`src/rtl/mem_arbiter_pkg.sv`:
```
// mem_arbiter_pkg: shared state/owner types and latency limit for the unified-memory arbiter
package mem_arbiter_pkg;
    typedef enum logic [1:0] {IDLE, ISSUE, WAIT, ACK} mem_arb_state_e;
    typedef enum logic {OWN_I, OWN_D} mem_arb_owner_e;
    localparam int MEM_ARB_LAT_MAX = 15;
endpackage

```
`src/rtl/mem_arbiter_pick.sv`:
```
// mem_arbiter_pick: combinational winner select between fetch and data requests.
// MEM_ARBITER_RR_EN selects round-robin on ties; otherwise the data port always wins.
module mem_arbiter_pick
    import mem_arbiter_pkg::*;
(
    input  logic           i_req,
    input  logic           d_req,
`ifdef MEM_ARBITER_RR_EN
    input  mem_arb_owner_e last,
`endif
    output mem_arb_owner_e owner,
    output logic           valid
);
    assign valid = i_req | d_req;
`ifdef MEM_ARBITER_RR_EN
    assign owner = (i_req && d_req) ? ((last == OWN_D) ? OWN_I : OWN_D) : (d_req ? OWN_D : OWN_I);
`else
    assign owner = d_req ? OWN_D : OWN_I;
`endif
endmodule

```
`src/rtl/mem_arbiter.sv`:
```
// mem_arbiter: shares one single-port memory between fetch and load/store ports via an
// IDLE/ISSUE/WAIT/ACK FSM; define MEM_ARBITER_RR_EN for round-robin tie breaking.
module mem_arbiter
    import mem_arbiter_pkg::*;
#(
    parameter int ADDR_W  = 32,
    parameter int DATA_W  = 32,
    parameter int MEM_LAT = 1
) (
    input  logic              clk,
    input  logic              rst,
    input  logic              i_req,
    input  logic [ADDR_W-1:0] i_addr,
    output logic [DATA_W-1:0] i_rdata,
    output logic              i_ack,
    input  logic              d_req,
    input  logic              d_we,
    input  logic [ADDR_W-1:0] d_addr,
    input  logic [DATA_W-1:0] d_wdata,
    output logic [DATA_W-1:0] d_rdata,
    output logic              d_ack,
    output logic              mem_en,
    output logic              mem_we,
    output logic [ADDR_W-1:0] mem_addr,
    output logic [DATA_W-1:0] mem_wdata,
    input  logic [DATA_W-1:0] mem_rdata,
    output logic              busy
);
    localparam int CNT_W = $clog2(MEM_ARB_LAT_MAX + 1);
    localparam logic [CNT_W-1:0] LAT_M1 = CNT_W'(MEM_LAT - 1);

    mem_arb_state_e state, next;
    mem_arb_owner_e owner, pick_owner;
    logic [CNT_W-1:0] cnt;
    logic pick_valid, grant, capture;

`ifdef MEM_ARBITER_RR_EN
    mem_arb_owner_e rr;
    always_ff @(posedge clk or posedge rst)
        if (rst)
            rr <= OWN_D;
        else if (grant)
            rr <= pick_owner;
`endif

    mem_arbiter_pick u_pick (
        .i_req(i_req),
        .d_req(d_req),
`ifdef MEM_ARBITER_RR_EN
        .last(rr),
`endif
        .owner(pick_owner),
        .valid(pick_valid)
    );

    always_ff @(posedge clk or posedge rst)
        if (rst)
            state <= IDLE;
        else
            state <= next;

    // mem_we doubles as the latched store flag while in ISSUE
    always_comb begin
        grant   = state == IDLE && pick_valid;
        capture = state == WAIT && cnt == '0;
        next    = (state == IDLE)  ? (pick_valid ? ISSUE : IDLE) :
                  (state == ISSUE) ? (mem_we ? ACK : WAIT) :
                  (state == WAIT)  ? (capture ? ACK : WAIT) : IDLE;
    end

    always_ff @(posedge clk or posedge rst)
        if (rst) begin
            owner     <= OWN_D;
            cnt       <= '0;
            mem_en    <= 1'b0;
            mem_we    <= 1'b0;
            mem_addr  <= '0;
            mem_wdata <= '0;
            i_ack     <= 1'b0;
            d_ack     <= 1'b0;
            i_rdata   <= '0;
            d_rdata   <= '0;
            busy      <= 1'b0;
        end else begin
            if (grant) begin
                owner     <= pick_owner;
                mem_we    <= pick_owner == OWN_D && d_we;
                mem_addr  <= (pick_owner == OWN_D) ? d_addr : i_addr;
                mem_wdata <= d_wdata;
            end else if (state == ISSUE) begin
                mem_we <= 1'b0;
            end
            cnt     <= (state == ISSUE && !mem_we) ? LAT_M1 :
                       (state == WAIT && cnt != '0) ? cnt - 1'b1 : cnt;
            mem_en  <= next == ISSUE;
            busy    <= next != IDLE;
            i_ack   <= next == ACK && state != ACK && owner == OWN_I;
            d_ack   <= next == ACK && state != ACK && owner == OWN_D;
            i_rdata <= (capture && owner == OWN_I) ? mem_rdata : '0;
            d_rdata <= (capture && owner == OWN_D) ? mem_rdata : '0;
        end
endmodule

```
`config.mk`:
```
export PLATFORM = sky130hd
export DESIGN_NAME = mem_arbiter
export DESIGN_NICKNAME = d
export VERILOG_FILES = /design/src/rtl/mem_arbiter_pkg.sv /design/src/rtl/mem_arbiter_pick.sv /design/src/rtl/mem_arbiter.sv
export SDC_FILE = /design/constraint.sdc
export NUM_CORES = 1
export LEC_CHECK = 0
export ABC_CLOCK_PERIOD_IN_PS = 11800
export CAP_MARGIN = 5
export CORE_AREA = 10 10 123 125
export DETAILED_ROUTE_END_ITERATION = 8
export DIE_AREA = 0 0 133 135
export DONT_BUFFER_PORTS = 1
export HOLD_SLACK_MARGIN = 0.06
export PLACE_DENSITY = 0.54
export SLEW_MARGIN = 20
export SYNTH_ARGS = -nofsm -noshare
export SYNTH_HDL_FRONTEND = slang
export SYNTH_SLANG_ARGS = --single-unit
```
`constraint.sdc`:
```
create_clock -name clk -period 11.8 [get_ports clk]
set_clock_uncertainty 0.2 [all_clocks]
set_input_delay 0.59 -clock clk [delete_from_list [all_inputs] [get_ports clk]]
set_output_delay 0.59 -clock clk [all_outputs]
set_load 0.03 [all_outputs]
```
==> out/metrics.yaml <==
io_pins: 266
path_delay_family: "buffers and inverters"
hold-path-cell-count: 1
path_class: "flip-flop to flip-flop"
p_leak_nw: 2.89
startpoint_type: "flip-flop"
synth_top_area_share_pct: 65.4
cp_num_buf_inv: 2
place.gp.congestion: 0.678
ant_nets: 0
synth_edf_count: 0
grt_pass1_vias: 3224
cts_tree: "built"
powerDensity_mw_per_mm2: 323
drt-pass1-iter-count: 4
worst_hold_slack_ns: 0.108
timing.rr.end: "mem_wdata[30]$_DFFE_PP0P_"
core_sq_mm: 0.0126
async_flop_share_pct: 100
slew_violations: 0
reg2reg_from: "state[0]$_DFF_PP0_"
r2r_slack_ns: 9.39
synthTopCellsByCount: "dfrtp_1 (139), and2_1 (64), nand2_1 (40)"
synthFlopType: "dfrtp_1"
clock-sinks: 140
tns_ns: 0
status: "finished clean"
period_needed_ns: 2.41
cts_max_level: 4
synth_area_leader_cell: "dfrtp_1"
post-route-period-util_pct: 20.4
cp.required_ns: 11.89
dieHeight_microns: 135
cp_cell_sequence: "inv_1, ha_1, o21ai_4, buf_4, mux2_2"
grt_pass1_wl_microns: 19800
finalWirelength_microns: 13300
start_util_pct: 42.3
tightest_slew_ns: 0.859
grt_overflow_total: 0
post_drt_wl_per_cell_microns: 22.6
fmax_mhz: 415
die_w_microns: 133
layout.nets: 543
cp.arrival_ns: 2.50
drtIter0Drc: 129
crit_start: "state[0]$_DFF_PP0_"
crit_fanout: 90
clk_latency_ns: 0.40
setup_viol: 0
syn_area_sq_mm: 0.00532
drv_cap: 0
numCtsBuffers: 17
remaining_drc_errors: 0
cp.depth: 5
drive_gt1_share_pct: 17.5
critical_path.slowest_cell: "buf_4"
ys_seq_area_share_pct: 65.8
diodes: 0
cts_resized: 0
dieArea_sq_mm: 0.0180
clockBufferDepth: 2
clkSlewWorstSetupHoldPaths_ns: 0.06
syn_inst: 400
vias_per_cell: 5.05
portBuffers: 0
track_usage_pct: 14.4
syn_avg_cell_area_sq_um: 13.3
ys_ff_latch: 140
dp_hpwl_microns: 10100
cp-end-kind: "flip-flop"
netlist_top_cells_area: "dfrtp_1 (65%), and2_1 (7.5%), mux2_2 (6.8%), mux2i_1 (6.2%), o21ai_0 (2.9%)"
vias: 2976
synthToLayoutAreaGrowth_pct: 14.0
ys_warn_count: 0
worst_r2r_path_depth: 5
yosys.cell_count.top_type: "dfrtp_1"
slew_headroom_pct: 42.7
grt_setup_unrepaired: "false"
crit_end: "mem_wdata[30]$_DFFE_PP0P_"
min_path_type: "input pin to flip-flop"
grt_max_degree: 91
vdd_drop_max_mv: 0.106
antenna_found_initial: 0
row_count: 41
max_stage_delay_ns: 0.71
timing.final.hold_violations: 0
syn_nets: 539
clockRootBuffer: "clkbuf_16"
synthDistinctLibCells: 30
==> kinds of logic after synthesis <==
group | share of synthesized area (%)
muxes | 13.0
AOI/OAI and AO/OA | 4.56
buffers and inverters | 2.59
DFF | 65.8
adders and majority gates | 1.41
and+or+nand+nor | 12.6
==> cells in the final DEF, fill, tap and decap left out, types with 2 or more instances in the layout <==
cell	count
dfrtp_1	139
and2_1	64
nand2_1	40
mux2i_1	33
mux2_2	32
o21ai_0	31
clkbuf_16	17
inv_1	8
inv_6	7
ha_1	6
nor2_1	5
buf_4	4
clkinvlp_4	3
nand3b_1	2
nand2b_1	2
o211ai_1	2
bufinv_16	2
clkinv_4	2
==> where the power goes <==
group          switching [mW]  total, mW  internal [mW]
Combinational           0.164      0.316          0.152
Clock                   0.209      0.525          0.316
Sequential              0.469       1.12          0.651
Total                   0.843       1.96           1.12
==> sequential cells by signal, summed over array words and instances, names as in the netlist <==
| signal | cells |
|---|---|
| busy | 1 |
| cnt | 4 |
| d_ack | 1 |
| d_rdata | 32 |
| i_ack | 1 |
| i_rdata | 32 |
| mem_addr | 32 |
| mem_en | 1 |
| mem_wdata | 32 |
| mem_we | 1 |
| owner | 1 |
| state | 2 |
==> per-stage QoR <==
stage                     power [mW]  utilization [%]  cell area, sq um  std cells  setup WS [ns]
after floorplan                 1.35                -              5320        400           7.26
after global placement          1.45             43.5              5470        556           9.43
after detailed placement        1.46             43.5              5470        556           9.39
after CTS                       2.00             48.3              6070        589           9.39
after global routing            2.07             48.3              6070        589           9.22
final                           1.96             48.3              6070        589           9.39
==> timing repair <==
| action | CTS | global route |
|---|---|---|
| endpoints found under the hold margin | 68 | 0 |
| setup buffers | 0 | 0 |
| hold buffers | 1 | 0 |
==> metal layers <==
metal / up-vias / GRT usage [%] / part of all wire [%]
li1: 1331 / - / -
met1: 1469 / 15.0 / 35
met2: 168 / 23.3 / 49
met3: 8 / 9.20 / 15
met4: 0 / 4.77 / 0.64
met5: - / 0 / 0
==> worst min path at each step <==
stage                 startpoint                   end  slack, ns
6_report            mem_rdata[3]  i_rdata[3]$_DFF_PP0_       0.11
2_1_floorplan  owner$_DFFE_PP1P_     owner$_DFFE_PP1P_       0.27
4_1_cts             mem_rdata[3]  i_rdata[3]$_DFF_PP0_       0.08
5_1_grt             mem_rdata[2]  d_rdata[2]$_DFF_PP0_       0.08
3_5_place_dp   owner$_DFFE_PP1P_     owner$_DFFE_PP1P_       0.29
3_3_place_gp   owner$_DFFE_PP1P_     owner$_DFFE_PP1P_       0.28
==> cell type report <==
type / instances / area (sq um)
repair buffers: 5 / 40.0
fillers: 1120 / 6500
clock inverters: 14 / 158
inverters: 9 / 38.8
well taps: 172 / 215
multi-input cells: 231 / 1680
clock buffers: 18 / 429
flip-flops and latches: 140 / 3500
(Power assumes the default switching activity.)
